==> config.mk <==
export PLATFORM = sky130hd
export DESIGN_NAME = pe_iact_spad_fill
export DESIGN_NICKNAME = d
export VERILOG_FILES = /design/src/rtl/iact_spad_pkg.sv /design/src/rtl/iact_spad_stream_writer.sv /design/src/rtl/pe_iact_spad_fill.sv
export SDC_FILE = /design/constraint.sdc
export NUM_CORES = 1
export LEC_CHECK = 0
export CORE_MARGIN = 3
export CORE_UTILIZATION = 54
export CTS_CLUSTER_DIAMETER = 100
export CTS_CLUSTER_SIZE = 16
export DETAILED_ROUTE_END_ITERATION = 16
export MAX_ROUTING_LAYER = met4
export PLACE_DENSITY = 0.81
export SLEW_MARGIN = 20
export SYNTH_ARGS = -nofsm -noshare
export SYNTH_HDL_FRONTEND = slang
export SYNTH_SLANG_ARGS = --single-unit
==> constraint.sdc <==
create_clock -name clock -period 2.7 [get_ports clock]
set_input_delay 0.27 -clock clock [delete_from_list [all_inputs] [get_ports clock]]
set_output_delay 0.27 -clock clock [all_outputs]
set_load 0.01 [all_outputs]
==> src/rtl/iact_spad_pkg.sv <==
// Shared widths, depths, terminator codes and FSM state type for the iact SPad fill stage.
package iact_spad_pkg;

  localparam int unsigned ADDR_W     = 8;
  localparam int unsigned DATA_W     = 13;
  localparam int unsigned ADDR_DEPTH = 9;
  localparam int unsigned DATA_DEPTH = 16;

  localparam logic [ADDR_W-1:0] ADDR_TERM = 8'h00;
  localparam logic [DATA_W-1:0] DATA_TERM = 13'h0000;

  typedef enum logic [1:0] {
    StIdle = 2'd0,
    StFill = 2'd1,
    StDone = 2'd2
  } fill_state_e;

endpackage

==> src/rtl/iact_spad_stream_writer.sv <==
// One SPad stream: appends valid beats, detects the terminator, flags overflow and
// provides a registered read port. Instantiated once for addresses and once for data.
module iact_spad_stream_writer
  import iact_spad_pkg::*;
#(
  parameter int unsigned W                = 8,
  parameter int unsigned DEPTH            = 9,
  parameter logic [W-1:0] TERM            = '0,
  // When set, a TERM beat at pointer 0 is stored as data instead of terminating.
  parameter bit          TERM_NEEDS_ENTRY = 1'b0,
  localparam int unsigned IDX_W           = $clog2(DEPTH),
  localparam int unsigned PTR_W           = $clog2(DEPTH + 1)
) (
  input  logic             clock,
  input  logic             reset,
  input  logic             i_valid,
  input  logic [W-1:0]     i_bits,
  input  logic             i_enable,
  input  logic             i_clear,
  input  logic [IDX_W-1:0] i_rd_idx,
  output logic [PTR_W-1:0] o_ptr,
  output logic             o_term,
  output logic             o_overflow,
  output logic [W-1:0]     o_rd_data
);

  localparam logic [PTR_W-1:0] DEPTH_P = PTR_W'(DEPTH);

  logic [W-1:0]     r_mem [DEPTH];
  logic [PTR_W-1:0] r_ptr;
  logic             r_term;
  logic             r_overflow;
  logic [W-1:0]     r_rd_data;

  logic             w_accept;
  logic             w_is_term;
  logic             w_full;
  logic             w_write;
  logic [W-1:0]     w_rd_word;

  assign w_accept  = i_valid & i_enable & ~i_clear & ~r_term;
  assign w_is_term = (i_bits == TERM) & (~TERM_NEEDS_ENTRY | (r_ptr != '0));
  assign w_full    = (r_ptr == DEPTH_P);
  assign w_write   = w_accept & ~w_is_term & ~w_full;

  always_ff @(posedge clock) begin
    if (reset || i_clear) begin
      r_ptr      <= '0;
      r_term     <= 1'b0;
      r_overflow <= 1'b0;
    end else if (w_accept) begin
      if (w_is_term) begin
        r_term <= 1'b1;
      end else if (w_full) begin
        r_overflow <= 1'b1;
      end else begin
        r_ptr <= r_ptr + PTR_W'(1);
      end
    end
  end

  // Storage is deliberately not reset.
  always_ff @(posedge clock) begin
    if (w_write) begin
      r_mem[r_ptr[IDX_W-1:0]] <= i_bits;
    end
  end

  if (DEPTH == (1 << IDX_W)) begin : g_rd_full
    assign w_rd_word = r_mem[i_rd_idx];
  end else begin : g_rd_guarded
    assign w_rd_word = (i_rd_idx < IDX_W'(DEPTH)) ? r_mem[i_rd_idx] : '0;
  end

  always_ff @(posedge clock) begin
    if (reset) begin
      r_rd_data <= '0;
    end else begin
      r_rd_data <= w_rd_word;
    end
  end

  assign o_ptr      = r_ptr;
  assign o_term     = r_term;
  assign o_overflow = r_overflow;
  assign o_rd_data  = r_rd_data;

endmodule

==> src/rtl/pe_iact_spad_fill.sv <==
// Per-PE iact SPad fill stage: fills the address and data SPads from the fan-out streams.
// Optional IACT_SPAD_COUNT_EN exposes the stored-entry counts as addr_count / data_count.
module pe_iact_spad_fill
  import iact_spad_pkg::*;
#(
  parameter int unsigned ADDR_W     = iact_spad_pkg::ADDR_W,
  parameter int unsigned DATA_W     = iact_spad_pkg::DATA_W,
  parameter int unsigned ADDR_DEPTH = iact_spad_pkg::ADDR_DEPTH,
  parameter int unsigned DATA_DEPTH = iact_spad_pkg::DATA_DEPTH
) (
  input  logic                            clock,
  input  logic                            reset,
  input  logic                            load_start,
  input  logic                            address_in_valid,
  input  logic [ADDR_W-1:0]               address_in_bits,
  input  logic                            data_in_valid,
  input  logic [DATA_W-1:0]               data_in_bits,
  input  logic [$clog2(ADDR_DEPTH)-1:0]   rd_addr_idx,
  input  logic [$clog2(DATA_DEPTH)-1:0]   rd_data_idx,
  output logic [ADDR_W-1:0]               rd_addr_out,
  output logic [DATA_W-1:0]               rd_data_out,
  output logic                            filling,
  output logic                            fill_done,
`ifdef IACT_SPAD_COUNT_EN
  output logic [$clog2(ADDR_DEPTH+1)-1:0] addr_count,
  output logic [$clog2(DATA_DEPTH+1)-1:0] data_count,
`endif
  output logic                            overflow_err
);

  fill_state_e r_state;
  fill_state_e w_state_next;

  logic                            w_fill_en;
  logic                            w_addr_term;
  logic                            w_data_term;
  logic                            w_addr_ovf;
  logic                            w_data_ovf;
  logic [$clog2(ADDR_DEPTH+1)-1:0] w_addr_ptr;
  logic [$clog2(DATA_DEPTH+1)-1:0] w_data_ptr;

  assign w_fill_en = (r_state == StFill);

  iact_spad_stream_writer #(
    .W                (ADDR_W),
    .DEPTH            (ADDR_DEPTH),
    .TERM             (ADDR_W'(ADDR_TERM)),
    .TERM_NEEDS_ENTRY (1'b1)
  ) u_addr_writer (
    .clock      (clock),
    .reset      (reset),
    .i_valid    (address_in_valid),
    .i_bits     (address_in_bits),
    .i_enable   (w_fill_en),
    .i_clear    (load_start),
    .i_rd_idx   (rd_addr_idx),
    .o_ptr      (w_addr_ptr),
    .o_term     (w_addr_term),
    .o_overflow (w_addr_ovf),
    .o_rd_data  (rd_addr_out)
  );

  iact_spad_stream_writer #(
    .W                (DATA_W),
    .DEPTH            (DATA_DEPTH),
    .TERM             (DATA_W'(DATA_TERM)),
    .TERM_NEEDS_ENTRY (1'b0)
  ) u_data_writer (
    .clock      (clock),
    .reset      (reset),
    .i_valid    (data_in_valid),
    .i_bits     (data_in_bits),
    .i_enable   (w_fill_en),
    .i_clear    (load_start),
    .i_rd_idx   (rd_data_idx),
    .o_ptr      (w_data_ptr),
    .o_term     (w_data_term),
    .o_overflow (w_data_ovf),
    .o_rd_data  (rd_data_out)
  );

  always_ff @(posedge clock) begin
    if (reset) begin
      r_state <= StIdle;
    end else begin
      r_state <= w_state_next;
    end
  end

  // DONE follows one cycle after both registered terminator flags are visible.
  always_comb begin
    w_state_next = r_state;
    case (r_state)
      StIdle: w_state_next = StIdle;
      StFill: if (w_addr_term && w_data_term) w_state_next = StDone;
      StDone: w_state_next = StDone;
      default: w_state_next = StIdle;
    endcase
    if (load_start) begin
      w_state_next = StFill;
    end
  end

  assign filling      = (r_state == StFill);
  assign fill_done    = (r_state == StDone);
  assign overflow_err = w_addr_ovf | w_data_ovf;

`ifdef IACT_SPAD_COUNT_EN
  assign addr_count = w_addr_ptr;
  assign data_count = w_data_ptr;
`else
  logic w_unused_ptr;
  assign w_unused_ptr = ^{w_addr_ptr, w_data_ptr};
`endif

endmodule

==> flow_summary.toml <==
[power_and_ir_drop]
p_per_area_nw_per_um2 = 633.9
p_leak_uw = 0.004885
peakVddDrop_mv = 0.5782
power.total_uw = 9050

[min_path]
hold_start = "data_in_bits[5]"
whs_endpoint = "u_data_writer.r_mem[8][5]"
hold_class = "primary input to flip-flop"
whs_path_depth = 1

[sta]
final.setup_skew_ns = 0.01101
max_slew.worst_pin.slew_ns = 0.8225
hold_ws_ns = 0.4615
finalMaxSlewViolations = 0
fmax_mhz = 420.1
fin_crit_ns = 2.380
setup_viol = 0
period_share = 0.8816
rsz0062_at_grt = "no"
relSlewSlack = 0.4466
hold_viol = 0

[floorplanning]
die_area_sq_um = 24690
dieHeight_microns = 157.1
die_w_microns = 157.1
start_util = 0.5565
ios = 58
row_count = 54
core_sq_um = 22160

[run]
maxCapViolCount = 0

[final_layout]
fillers = 1469
diodes = 0
area_growth_pct = 15.77
finalNetCount = 843
drive_above_1_share = 0.1436
register_area_sq_um = 9129
final_cells = 1095
multi_input_area_sq_um = 3002
final_area_sq_um = 14280

[detailed_routing]
drc = 0
ant_nets = 0
dr.first_iter.drc_count = 704
drt_wl_total_microns = 25670
vias = 6651
drtPass1Iterations = 5
via_per_inst = 6.074
avgRoutedWirePerCell_microns = 23.45

[worst_setup_path]
worst-r2r-setup-slack_ns = 0.32
crit_arrival_ns = 2.52
reg2regPathDepth = 6
crit_fanout = 13
criticalPathCategory = "flip-flop to flip-flop"
reg2reg_from = "r_state[1]"
reg2reg_to = "u_data_writer.r_mem[8][8]"
end_kind = "flip-flop"
worstSetupStartpointType = "flip-flop"
worstPathRequired_ns = 2.84

[cts]
post_cts_buffers = 0
clock-sinks = 316
clk_path_buf_depth = 3
cts_resized = 0
clkLatencyLatePin_ns = 0.51
ctsRootBufferMaster = "clkbuf_16"
clkTransAtPathRegs_ns = 0.07
cts_tree = "yes"
cts_buffers = 23
htree_levels = 1
cts_hold_buf = 0

[synth]
ys.flop_type = "edfxtp_1"
syn_area_per_cell_sq_um = 17.85
synth.area.top_cells = "edfxtp_1, mux2i_1, dfxtp_1"
synth_most_common_cell = "edfxtp_1"
yosys_warnings = 0
netlist_area_sq_um = 12330
yosysTopAreaCell = "edfxtp_1"
yosys_register_bits = 316
netlist_instances = 691
synthTopCellsByCount = "edfxtp_1, mux2i_1, nor2_1, dfxtp_1"
yosysSeqAreaShare = 0.7402
synth_edf_count = 280
synth-async-reset-ratio = 0
synth.distinct_cells = 47
yosysTopAreaCellShare = 0.6817
synth_nets = 735

[grt]
grt_max_degree = 52
grt_overflow = 0
grt_util_all_layers = 0.2147
grt_first_pass_wirelength_microns = 39300
antenna_found_initial = 0
first_global_vias = 6882

[placement]
dp_hpwl_microns = 16710
dp.cells = 1052
placed_area_sq_um = 13590
portBuffers = 57
gp_congestion = 0.9078

[status]
status = "completed"
[report_power, final]
part | leakage (uW) | internal [uW] | switching (uW)
logic | 0.00176 | 240 | 275
clock network | 0.000316 | 1660 | 1520
registers | 0.00281 | 5340 | 10.6
total | 0.00488 | 7240 | 1810
[critical path, cell delays in order, from the launching register on]
cell and delay, ns:
dfxtp_1 0.33, inv_1 0.06, ha_1 0.23, nor4bb_1 0.35, buf_4 0.22, nand3_1 0.22
nor2_2 0.59
[layer usage]
layer / share of wire / GRT usage
met5: 0 / -
met4: 0.033 / 0.07149
met1: 0.40 / 0.2877
met3: 0.070 / 0.02722
met2: 0.50 / 0.3473
[layout make-up]
type,instances,area share
Sequential cell,316,0.6394
Inverter,7,0.001840
Multi-Input combinational cell,334,0.2102
Tap cell,280,0.02454
Clock buffer,41,0.04653
Timing Repair Buffer,117,0.07747
[cells in the final DEF, fill, tap and decap left out, types with 7 or more instances in the layout]
cell             count
a22oi_1             30
o21ai_0              7
a21oi_1             12
mux2i_1             79
clkbuf_16           24
nand2_1             30
dfxtp_1             36
mux2_2               8
clkdlybuf4s50_1     56
inv_1                7
buf_12               7
nor2_1              40
mux4_1              16
mux4_2              17
nand3_1             14
edfxtp_1           280
buf_4               54
clkbuf_1            17
ha_1                10
[sequential cells by signal (all words and copies together), names as in the netlist, 2 cells and up]
| register | cells |
|---|---|
| u_addr_writer.r_mem | 72 |
| u_data_writer.o_ptr | 5 |
| u_data_writer.r_mem | 208 |
| u_data_writer.o_rd_data | 13 |
| u_addr_writer.o_rd_data | 8 |
| r_state | 2 |
| u_addr_writer.o_ptr | 4 |
[logic make-up after synthesis]
group / synth area share
flip-flops: 0.7402
adder cells (fa/ha/maj): 0.01015
AND/OR/NAND/NOR: 0.05072
AO/OA/AOI/OAI: 0.04362
multiplexers: 0.1366
XOR/XNOR: 0.0007103
buffers and inverters: 0.01806
[worst max path at each step]
stage	from	endpoint	slack (ns)	cells after the start
floorplan	r_state[1]	u_data_writer.r_mem[0][0]	0.35	6
global placement	data_in_bits[7]	u_data_writer.r_mem[8][6]	-0.05	5
detailed placement	data_in_bits[7]	u_data_writer.r_mem[8][0]	-0.16	5
CTS	r_state[1]	u_data_writer.r_mem[8][8]	0.02	6
global route	r_state[1]	u_data_writer.r_mem[8][4]	0.17	6
finish	r_state[1]	u_data_writer.r_mem[8][8]	0.32	6
[through the flow]
| step | setup WS, ns | utilization | setup TNS, ns |
|---|---|---|---|
| 5_1_grt | 0.1736 | 0.6443 | 0 |
| 3_5_place_dp | -0.1632 | 0.6134 | -10.47 |
| 4_1_cts | 0.02432 | 0.6433 | 0 |
| 6_report | 0.3198 | 0.6443 | 0 |
| 2_1_floorplan | 0.3534 | - | 0 |
| 3_3_place_gp | -0.05140 | 0.6134 | -0.8043 |
Power figures use the tool's default switching activity.
